### config.mk
export PLATFORM = sky130hd
export DESIGN_NAME = dffram_arbiter_flat
export DESIGN_NICKNAME = d
export VERILOG_FILES = /design/src/rtl/dffram_arbiter_if.sv /design/src/rtl/dffram_arbiter.sv /design/src/flat_wrapper.sv
export SDC_FILE = /design/constraint.sdc
export NUM_CORES = 1
export LEC_CHECK = 0
export BUFFER_PORTS_ARGS = -buffer_cell sky130_fd_sc_hd__buf_2
export CAP_MARGIN = 15
export CORE_AREA = 2 2 92 94
export DETAILED_ROUTE_END_ITERATION = 16
export DIE_AREA = 0 0 94 96
export GPL_TIMING_DRIVEN = 0
export SYNTH_ARGS = -nofsm -noshare
export SYNTH_HDL_FRONTEND = slang
export SYNTH_SLANG_ARGS = --single-unit
### constraint.sdc
create_clock -name clk -period 1.96 [get_ports clk]
set_clock_uncertainty 0.2 [all_clocks]
set_input_delay 0.294 -clock clk [delete_from_list [all_inputs] [get_ports clk]]
set_output_delay 0.294 -clock clk [all_outputs]
set_load 0.01 [all_outputs]
### src/rtl/dffram_arbiter_if.sv
// Requester-side bundle for one port of the DFFRAM arbiter.
// The requester drives the transfer; the arbiter returns the grant and the read response.
interface dffram_arbiter_if;
  logic        valid;
  logic        ready;
  logic [3:0]  we;
  logic [7:0]  a;
  logic [31:0] di;
  logic        lock;
  logic        rvalid;
  logic [31:0] dout;

  modport master (
    output valid, we, a, di, lock,
    input  ready, rvalid, dout
  );

  modport slave (
    input  valid, we, a, di, lock,
    output ready, rvalid, dout
  );
endinterface

### src/rtl/dffram_arbiter.sv
// Two-port arbiter in front of a single-port DFFRAM: round-robin or fixed priority,
// with per-port bus locking and an idle-owner timeout that forcibly releases a lock.
module dffram_arbiter #(
  parameter bit          FIXED_PRIO   = 1'b0,
  parameter int unsigned LOCK_TIMEOUT = 16
) (
  input  logic             clk,
  input  logic             rst,
  dffram_arbiter_if.slave  p0,
  dffram_arbiter_if.slave  p1,
  output logic [3:0]       we0,
  output logic             en0,
  output logic [7:0]       a0,
  output logic [31:0]      di0,
  input  logic [31:0]      do0,
  output logic             lock_err
);

  typedef enum logic [1:0] {
    FREE  = 2'd0,
    LOCK0 = 2'd1,
    LOCK1 = 2'd2
  } state_t;

  localparam logic [7:0] IDLE_LIMIT = 8'(LOCK_TIMEOUT - 1);

  state_t      state_q, state_d;
  logic        last_q, last_d;   // 1: port 1 was granted most recently
  logic [7:0]  idle_q, idle_d;
  logic        rvalid0_q, rvalid1_q;
  logic        grant0, grant1;

  // NOTE: every variable gets a default before any branch, so no path can infer a latch.
  always_comb begin
    grant0   = 1'b0;
    grant1   = 1'b0;
    state_d  = state_q;
    last_d   = last_q;
    idle_d   = idle_q;
    lock_err = 1'b0;

    if (!rst) begin
      case (state_q)
        FREE: begin
          if (p0.valid && p1.valid) begin
            if (FIXED_PRIO || last_q) grant0 = 1'b1;
            else                      grant1 = 1'b1;
          end else begin
            grant0 = p0.valid;
            grant1 = p1.valid;
          end
        end
        LOCK0:   grant0 = p0.valid;
        LOCK1:   grant1 = p1.valid;
        default: ;
      endcase

      if (grant0) begin
        state_d = p0.lock ? LOCK0 : FREE;
        last_d  = 1'b0;
        idle_d  = 8'd0;
      end else if (grant1) begin
        state_d = p1.lock ? LOCK1 : FREE;
        last_d  = 1'b1;
        idle_d  = 8'd0;
      end else if (state_q != FREE) begin
        // Locked and no grant means the owner is idle this cycle.
        if (idle_q == IDLE_LIMIT) begin
          state_d  = FREE;
          idle_d   = 8'd0;
          lock_err = 1'b1;
        end else begin
          idle_d = idle_q + 8'd1;
        end
      end
    end
  end

  // NOTE: non-blocking assignments keep every flop sampling pre-edge values together.
  always_ff @(posedge clk) begin
    if (rst) begin
      state_q   <= FREE;
      last_q    <= 1'b1;
      idle_q    <= 8'd0;
      rvalid0_q <= 1'b0;
      rvalid1_q <= 1'b0;
    end else begin
      state_q   <= state_d;
      last_q    <= last_d;
      idle_q    <= idle_d;
      rvalid0_q <= grant0 && (p0.we == 4'b0000);
      rvalid1_q <= grant1 && (p1.we == 4'b0000);
    end
  end

  assign p0.ready  = grant0;
  assign p1.ready  = grant1;
  assign p0.rvalid = rvalid0_q;
  assign p1.rvalid = rvalid1_q;
  assign p0.dout   = do0;
  assign p1.dout   = do0;

  // RAM side follows the granted port; address and data are don't-care when idle.
  assign en0 = grant0 | grant1;
  assign we0 = grant1 ? p1.we : (grant0 ? p0.we : 4'b0000);
  assign a0  = grant1 ? p1.a  : p0.a;
  assign di0 = grant1 ? p1.di : p0.di;

endmodule

### src/flat_wrapper.sv
// flat-port wrapper written by rule: the top's interface ports become plain ports
module dffram_arbiter_flat 
#(
  parameter bit          FIXED_PRIO   = 1'b0,
  parameter int unsigned LOCK_TIMEOUT = 16
)
  (clk, rst, we0, en0, a0, di0, do0, lock_err, p0_valid, p0_we, p0_a, p0_di, p0_lock, p0_ready, p0_rvalid, p0_dout, p1_valid, p1_we, p1_a, p1_di, p1_lock, p1_ready, p1_rvalid, p1_dout);
  dffram_arbiter_if p0_i ();
  dffram_arbiter_if p1_i ();
  input  logic clk;
  input  logic rst;
  output logic [3:0] we0;
  output logic en0;
  output logic [7:0] a0;
  output logic [31:0] di0;
  input  logic [31:0] do0;
  output logic lock_err;
  input wire logic [$bits(p0_i.valid)-1:0] p0_valid;
  input wire logic [$bits(p0_i.we)-1:0] p0_we;
  input wire logic [$bits(p0_i.a)-1:0] p0_a;
  input wire logic [$bits(p0_i.di)-1:0] p0_di;
  input wire logic [$bits(p0_i.lock)-1:0] p0_lock;
  output wire logic [$bits(p0_i.ready)-1:0] p0_ready;
  output wire logic [$bits(p0_i.rvalid)-1:0] p0_rvalid;
  output wire logic [$bits(p0_i.dout)-1:0] p0_dout;
  input wire logic [$bits(p1_i.valid)-1:0] p1_valid;
  input wire logic [$bits(p1_i.we)-1:0] p1_we;
  input wire logic [$bits(p1_i.a)-1:0] p1_a;
  input wire logic [$bits(p1_i.di)-1:0] p1_di;
  input wire logic [$bits(p1_i.lock)-1:0] p1_lock;
  output wire logic [$bits(p1_i.ready)-1:0] p1_ready;
  output wire logic [$bits(p1_i.rvalid)-1:0] p1_rvalid;
  output wire logic [$bits(p1_i.dout)-1:0] p1_dout;
  assign p0_i.valid = p0_valid;
  assign p0_i.we = p0_we;
  assign p0_i.a = p0_a;
  assign p0_i.di = p0_di;
  assign p0_i.lock = p0_lock;
  assign p0_ready = p0_i.ready;
  assign p0_rvalid = p0_i.rvalid;
  assign p0_dout = p0_i.dout;
  assign p1_i.valid = p1_valid;
  assign p1_i.we = p1_we;
  assign p1_i.a = p1_a;
  assign p1_i.di = p1_di;
  assign p1_i.lock = p1_lock;
  assign p1_ready = p1_i.ready;
  assign p1_rvalid = p1_i.rvalid;
  assign p1_dout = p1_i.dout;
  dffram_arbiter #(.FIXED_PRIO(FIXED_PRIO), .LOCK_TIMEOUT(LOCK_TIMEOUT)) u_core (.clk(clk), .rst(rst), .p0(p0_i), .p1(p1_i), .we0(we0), .en0(en0), .a0(a0), .di0(di0), .do0(do0), .lock_err(lock_err));
endmodule
; ---- Yosys cells after proc, flatten, opt, wreduce, memory -nomap -nowiden
; Index checks and enable logic that the tools add are counted.
[op_classes]
add_sub_neg = 1
n_eq_ne = 3
mux = 28
bitwise = 1
n_reduce_logical = 12
[ops]
columns = operator, count
row1 = 32-bit two-way mux, 1
row2 = 1-bit two-way mux, 16
row3 = 8-bit two-way mux, 2
row4 = 2-bit two-way mux, 5
row5 = 8-bit by 1-bit adder with 8-bit output (second input constant), 1
row6 = 8-bit by 4-bit equality test with 1-bit output (second input constant), 1
row7 = 4-bit zero test, 2
row8 = 4-bit two-way mux, 2
row9 = 3-bit nonzero test, 2
row10 = 1-bit one-hot mux with 2 select lines, 2
row11 = 2-bit nonzero test, 2
row12 = 1-bit logical AND, 3
row13 = 3-bit OR reduction, 1
row14 = 2-bit by 1-bit equality test with 1-bit output (second input constant), 1
row15 = 2-bit equality test (second input constant), 1
row16 = 2-bit zero test, 1
row17 = 2-bit AND reduction, 1
row18 = 1-bit OR, 1
[word_totals]
register_bits = 13
input_bits = 126
wordCells = 50

; ---- Longest topological paths before layout
; Gate-level depths: netlist of the first run.
[logic_depth]
ltp_word = 7
depth_mapped = 6
depth_no_buf = 4

; ---- Least setup slack after synthesis of the first run
; Ideal clock, no wire load.
[synth_path]
path_kind = register -> output
start = reg u_core.state_q[1]
end = out a0[7]
t_arrival_ps = 1502
t_required_ps = 1466
path_slack_ps = -36
stages_incl_launch_ff = 7
path_buffers = 3
path_cell_list = dfxtp_1 > buf_4 > and3b_1 > or3_1 > buf_6 > buf_12 > mux2_4
[synth_via]
elab_chain_len = 5
[synth_lines]
columns = item, line_no
row1 = from (decl), dffram_arbiter.sv:27  ; state_t state_q, state_d;
row2 = from (signal assigned), dffram_arbiter.sv:88  ; state_q <= state_d;
row3 = 2-bit equality test or 2-bit zero test (tied branches), dffram_arbiter.sv:43  ; case (state_q)
row4 = 1-bit one-hot mux with 2 select lines (*), dffram_arbiter.sv:43
row5 = 1-bit two-way mux (*) (2 in series), dffram_arbiter.sv:42  ; if (!rst) begin
row6 = 8-bit two-way mux (*), dffram_arbiter.sv:106  ; assign a0 = grant1 ? p1.a : p0.a;
row7 = to (decl), flat_wrapper.sv:14  ; output logic [7:0] a0;
; Every way passes the cells marked *; elsewhere a longest branch is shown, timed or not. The select of a mux whose other input is x is not followed.

; ---- Worst setup path after layout of the first run
[layout_path]
start = reg u_core.state_q[1]
end = out di0[11]
[layout_via]
elab_chain_len = 5
[layout_lines]
columns = item, line_no
row1 = 2-bit equality test or 2-bit zero test (tied branches), dffram_arbiter.sv:43
row2 = 1-bit one-hot mux with 2 select lines (*), dffram_arbiter.sv:43
row3 = 1-bit two-way mux (*) (2 in series), dffram_arbiter.sv:42
row4 = 32-bit two-way mux (*), dffram_arbiter.sv:107  ; assign di0 = grant1 ? p1.di : p0.di;
row5 = to (decl), flat_wrapper.sv:15  ; output logic [31:0] di0;
; Marked as above.

==> results.json, run 1 <==
{
  "status": "finished, violations left",
  "violations": "setup timing",
  "clock_path_buffers": 2,
  "drive_gt1_share_pct": 85.7,
  "leakage_uw": 0.00191,
  "antenna_found_initial": 0,
  "critPathArrivalTime_ns": 1.87,
  "final_core_util_pct": 42.3,
  "syn_area_um2": 1800,
  "final_hold_viol_count": 0,
  "maxSlewHeadroom_pct": 79.6,
  "dr.pass1.iters": 4,
  "wirelength_mm": 6.15,
  "io_buffers": 207,
  "ys.flop_type": "dfxtp_1",
  "holdBufCountCts": 0,
  "chipWidth_um": 94,
  "max_freq_ghz": 0.422,
  "setup_viol": 45,
  "multi_input_comb_area_um2": 1000,
  "power_uw": 1240,
  "final_nets": 527,
  "synth_top_area_share_pct": 32.5,
  "pre_cts_slack_ns": -0.216,
  "vias_per_cell": 4.05,
  "yosysSeqAreaShare_pct": 14.5,
  "postSynthCellCount": 180,
  "slew_viol_final": 0,
  "async_flop_share_pct": 0,
  "cellPowerDensity_nw_per_um2": 365,
  "core-area_um2": 8050,
  "vias": 2039,
  "n_antenna_cell": 0,
  "grt_max_degree": 11,
  "slowest_delay_ns": 0.48,
  "cts_tree": "done",
  "tightest_slew_ns": 0.305,
  "synthTopCellsByArea": "mux2_4 (33%), buf_4 (27%), dfxtp_1 (14%)",
  "n_fill_cell": 797,
  "clk_pin_slew_worst_paths_ns": 0.05,
  "worstPathRequired_ns": 1.47,
  "grt_use_total_pct": 12.2,
  "grt_pass1_wl_mm": 8.77,
  "rsz0062_at_grt": "true",
  "crit_path_end_kind": "output pin",
  "dp.final_hpwl_mm": 5.20,
  "max_cap_violations": 0,
  "fin_setup_tns_ns": -16.82,
  "crit_slowest_cell": "or3_4",
  "path_delay_family": "simple AND/OR/NAND/NOR gates",
  "die_h_um": 96,
  "syn_to_final_growth_pct": 89.2,
  "pin_count": 240,
  "start_util_pct": 22.4,
  "drc_errors": 0,
  "wl_per_cell_um": 12.2,
  "clock-sinks": 13,
  "yosysUniqueCellTypes": 29,
  "path_buf_inv": 2,
  "setup_ws_ns": -0.408,
  "routabilityCongestion": 0.767,
  "post-route-period-util_pct": 121,
  "seq_area_um2": 270,
  "yosysTopAreaCell": "mux2_4",
  "fp-row-count": 33,
  "min_period_ns": 2.37,
  "crit_type": "flop to output pin",
  "cts.htree.levels": 1,
  "cts_root_buf": "clkbuf_8",
  "ys_warn_count": 0,
  "die-area_um2": 9020,
  "startpoint_type": "flop",
  "fin_hold_ws_ns": 0.0658,
  "syn-num-nets": 307,
  "worstPathCellList": "and3b_1, or3_4, buf_12, mux2_4, buf_2",
  "synth-edff-count": 0,
  "critPathMaxFanout": 10,
  "grt_pass1_vias": 1873,
  "peakVddDrop_mv": 0.219,
  "synth_seq_cells": 13,
  "first_iter_violations": 15,
  "grt-ovfl-total": 0,
  "antenna_left": 0,
  "cts_buffers": 3,
  "hold_path_class": "primary input to flop",
  "syn_avg_cell_area_um2": 10.0,
  "clock_latency_ns": 0.24
}
==> cell usage in the layout, fill, tap and decap left out, types with 5 or more instances in the layout <==
cell type  instances
mux2_4            39
dfxtp_1            9
o21ai_0            5
a21oi_1            7
buf_4             73
nor2_1             5
buf_2            168
buf_6             39
==> synthesized netlist by cell type, drive strengths merged, types with 2 or more instances <==
library cell	n
xor2	3
a22o	4
nor2	5
nand2	4
dfxtp	13
mux2	40
inv	4
buf	70
o2bb2ai	2
nand3	3
o21ai	5
or3	3
o2111ai	3
a21oi	7
nand2b	2
or4	3
==> repair_timing <==
action,CTS,global route
gates resized for setup,53,5
cloned,1,0
pin swaps,3,0
setup endpoints to repair,46,48
buffers inserted,8,1
==> worst reg2reg max path: stages (launching register included) <==
cell and delay, ns:
dfxtp_4 0.34, and3b_1 0.18, or3_4 0.48, buf_4 0.19
clkinvlp_4 0.11, buf_4 0.11, o2bb2ai_1 0.09
==> kinds of logic (layout without fill, tap and decap cells) <==
kind of cell | Yosys count | count (layout) | synth area share [%]
xor+xnor | 3 | 3 | 1.46
mux | 40 | 40 | 33.1
buf+inv | 74 | 293 | 33.0
fa+ha+maj | 1 | 1 | 0.695
compound gates | 24 | 24 | 9.17
simple gates | 25 | 25 | 8.06
flops | 13 | 13 | 14.5
==> final timing paths <==
check	slack (ns)	to	startpoint	cells after the start
hold reg to reg	0.28	u_core.idle_q[7]	u_core.idle_q[7]	2
setup / recovery	-0.41	di0[11]	u_core.state_q[1]	5
setup reg to reg	0.18	u_core.state_q[1]	u_core.state_q[1]	6
hold / removal	0.07	u_core.state_q[1]	p1_lock	2
==> per-stage QoR <==
stage | std cells | cell area (um2)
floorplan | 180 | 1810
CTS | 504 | 3390
global route | 504 | 3410
detailed placement | 492 | 2970
finish | 504 | 3410
global placement | 492 | 2970
==> sequential cells by signal, indices dropped and copies added (netlist names) <==
signal            cells
u_core.state_q        2
u_core.idle_q         8
u_core.p0.rvalid      1
u_core.last_q         1
u_core.p1.rvalid      1
==> where the power goes <==
group          switching [uW]  total [uW]  internal, uW
logic                     267         732           465
clock network            94.7         238           144
registers                4.41         273           268
==> per-layer routing <==
| metal | share of wire, % | vias to the layer above | GRT usage, % |
|---|---|---|---|
| met1 | 38 | 907 | 14.0 |
| met3 | 9.2 | 6 | 2.11 |
| met4 | 1.4 | 0 | 3.99 |
| li1 | - | 1003 | - |
| met2 | 52 | 123 | 22.9 |
| met5 | 0 | - | 0 |
==> area by class of cell <==
type | count | area share (%)
timing repair buffer | 217 | 40.4
sequential | 13 | 7.94
clock buffer | 4 | 1.32
inverter | 4 | 0.551
buffer | 68 | 16.5
tap | 105 | 3.86
multi-input combinational | 93 | 29.5
Power figures use the tool's default switching activity.
==> run 2, diff against run 1 <==
--- a/config.mk
+++ b/config.mk
@@ -7,9 +7,9 @@
 export LEC_CHECK = 0
 export BUFFER_PORTS_ARGS = -buffer_cell sky130_fd_sc_hd__buf_2
 export CAP_MARGIN = 15
-export CORE_AREA = 2 2 92 94
+export CORE_AREA = 2 2 93 95
 export DETAILED_ROUTE_END_ITERATION = 16
-export DIE_AREA = 0 0 94 96
+export DIE_AREA = 0 0 95 97
 export GPL_TIMING_DRIVEN = 0
 export SYNTH_ARGS = -nofsm -noshare
 export SYNTH_HDL_FRONTEND = slang
==> constraint.sdc (replaced) <==
create_clock -name clk -period 2.2 [get_ports clk]
set_clock_uncertainty 0.2 [all_clocks]
set_input_delay 0.33 -clock clk [delete_from_list [all_inputs] [get_ports clk]]
set_output_delay 0.33 -clock clk [all_outputs]
set_load 0.01 [all_outputs]
==> run 2 against run 1 <==
Compared with the run above:
- the run still ends with setup timing left
- via count decreased by 0.20%
- non-clock buffer count decreased by 1
- first-iteration DRC count grew 47%
- register-to-register slack improved by 0.17 ns
- wire length fell by 4.5%
- largest cell class unchanged
- critical path depth stayed put
- sequential cell count did not move
==> results.json, run 2 (synthesis gave the netlist of run 1 again) <==
{
  "die_h_um": 97,
  "slowest_delay_ns": 0.49,
  "vias_per_cell": 4.05,
  "drc_errors": 0,
  "clk_pin_slew_worst_paths_ns": 0.05,
  "clock_latency_ns": 0.25,
  "worstPathRequired_ns": 1.67,
  "dr.pass1.iters": 4,
  "min_period_ns": 2.40,
  "drive_gt1_share_pct": 84.2,
  "max_freq_ghz": 0.416,
  "post-route-period-util_pct": 109,
  "final_hold_viol_count": 0,
  "final_core_util_pct": 41.5,
  "crit_path_start": "u_core.state_q[0]",
  "timing.rr.start": "u_core.idle_q[4]",
  "setup_ws_ns": -0.204,
  "layout_common_cells": "buf_2 (167), buf_4 (70), buf_6 (41)",
  "placed_cell_area_um2": 2970,
  "tightest_slew_ns": 0.492,
  "vias": 2035,
  "cts_buffers": 3,
  "seq_area_um2": 265,
  "startpoint_type": "flop",
  "antenna_found_initial": 0,
  "max_cap_violations": 0,
  "p_sw_uw": 334,
  "grt_pass1_vias": 1951,
  "slew_viol_final": 0,
  "cts_tree": "done",
  "violations": "setup timing",
  "clock-sinks": 13,
  "p_seq_share_pct": 21.7,
  "p_int_uw": 788,
  "first_iter_violations": 22,
  "chipWidth_um": 95,
  "final_cell_area_um2": 3380,
  "holdPathEnd": "u_core.state_q[1]",
  "use_met1_pct": 12.9,
  "regToRegSetupSlack_ns": 0.35,
  "n_antenna_cell": 0,
  "reg_top3": "u_core.idle_q (8), u_core.state_q (2)",
  "maxSlewHeadroom_pct": 67.1,
  "clock_path_buffers": 2,
  "final_nets": 526,
  "critPathMaxFanout": 10,
  "crit_path_end_kind": "output pin",
  "met2_usage_pct": 22.0,
  "start_util_pct": 22.1,
  "grt_max_degree": 11,
  "die-area_um2": 9220,
  "post-place-cells": 492,
  "critPathArrivalTime_ns": 1.87,
  "cts_root_buf": "clkbuf_8",
  "syn_to_final_growth_pct": 87.6,
  "cts.htree.levels": 1,
  "status": "finished, violations left",
  "swShare_pct": 29.7,
  "peakVddDrop_mv": 0.218,
  "antenna_left": 0,
  "combPwrFrac_pct": 58.4,
  "multi_input_comb_area_um2": 962,
  "finalNonFillerCells": 503,
  "hold_path_depth": 2,
  "grt_use_total_pct": 11.8,
  "core-area_um2": 8130,
  "routabilityCongestion": 0.759,
  "r2r_cells": 3,
  "setup_viol": 45,
  "pin_count": 240,
  "use_met3_pct": 1.87,
  "grt_pass1_wl_mm": 8.84,
  "n_fill_cell": 806,
  "clockPowerShare_pct": 19.9,
  "fp-row-count": 33,
  "regMostFlops": "u_core.idle_q",
  "crit_slowest_cell": "or3_4",
  "hold_path_class": "primary input to flop",
  "leakage_uw": 0.00191,
  "largest_reg_flops": 8,
  "regToRegEndpoint": "u_core.state_q[0]",
  "wl_per_cell_um": 11.7,
  "grt_most_used_layer": "met2",
  "dp.final_hpwl_mm": 4.86,
  "final_common_cell": "buf_2",
  "worstPathCellList": "nand2b_4, or3_4, buf_12, mux2_4, buf_2",
  "fin_setup_tns_ns": -7.69,
  "grt-ovfl-total": 0,
  "crit_type": "flop to output pin",
  "cellPowerDensity_nw_per_um2": 332,
  "hold_start": "p1_lock",
  "io_buffers": 207,
  "rsz0062_at_grt": "true",
  "wirelength_mm": 5.87
}
## run 2: worst max-delay path, delay by kind of cell, from the launching register on
family / cells / cell delay, ns
multiplexers: 1 / 0.29
buffers and inverters: 2 / 0.34
AND/OR/NAND/NOR: 2 / 0.64
flip-flops: 1 / 0.35
## run 2: worst max path at each step
stage	slack, ns	to
6_report	-0.20	a0[2]
5_1_grt	-0.25	a0[2]
4_1_cts	-0.25	di0[13]
3_5_place_dp	-0.05	di0[13]
3_3_place_gp	-0.05	di0[13]
2_1_floorplan	0.17	a0[7]
## run 2: timing repair
action	in CTS	in global routing
hold buffers	0	0
setup endpoints to repair	45	46
resized for setup	50	4
setup buffers	3	4
cloned	1	1
## run 2: final cells by class
| cell class | count | area share [%] |
|---|---|---|
| Timing Repair Buffer | 216 | 41.3 |
| Multi-Input combinational cell | 93 | 28.5 |
| Buffer | 68 | 16.6 |
| Sequential cell | 13 | 7.85 |
| Tap cell | 105 | 3.89 |
| Clock buffer | 4 | 1.33 |
| Inverter | 4 | 0.556 |
## run 2: per-layer routing
metal  vias to the layer above  part of all wire (%)  routed length (um)
li1                       1003                     -                   -
met1                       901                    35                2050
met2                       123                    53                3120
met3                         8                   9.7                 570
met4                         0                   2.1                 121
met5                         -                     0                   0
## run 2: per-stage QoR
step | setup WS (ns) | power [uW] | hold WS (ns)
finish | -0.204 | 1120 | 0.0836
global route | -0.251 | 1190 | 0.101
floorplan | 0.168 | 581 | 0.246
CTS | -0.253 | 1120 | 0.0796
detailed placement | -0.0508 | 803 | 0.273
global placement | -0.0495 | 797 | 0.265
## run 2: power by group through the flow
stage | logic [uW] | clock network, uW | registers, uW
5_1_grt | 703 | 240 | 244
3_3_place_gp | 548 | 0 | 249
2_1_floorplan | 332 | 0 | 248
3_5_place_dp | 553 | 0 | 250
4_1_cts | 650 | 230 | 245
6_report | 655 | 224 | 244
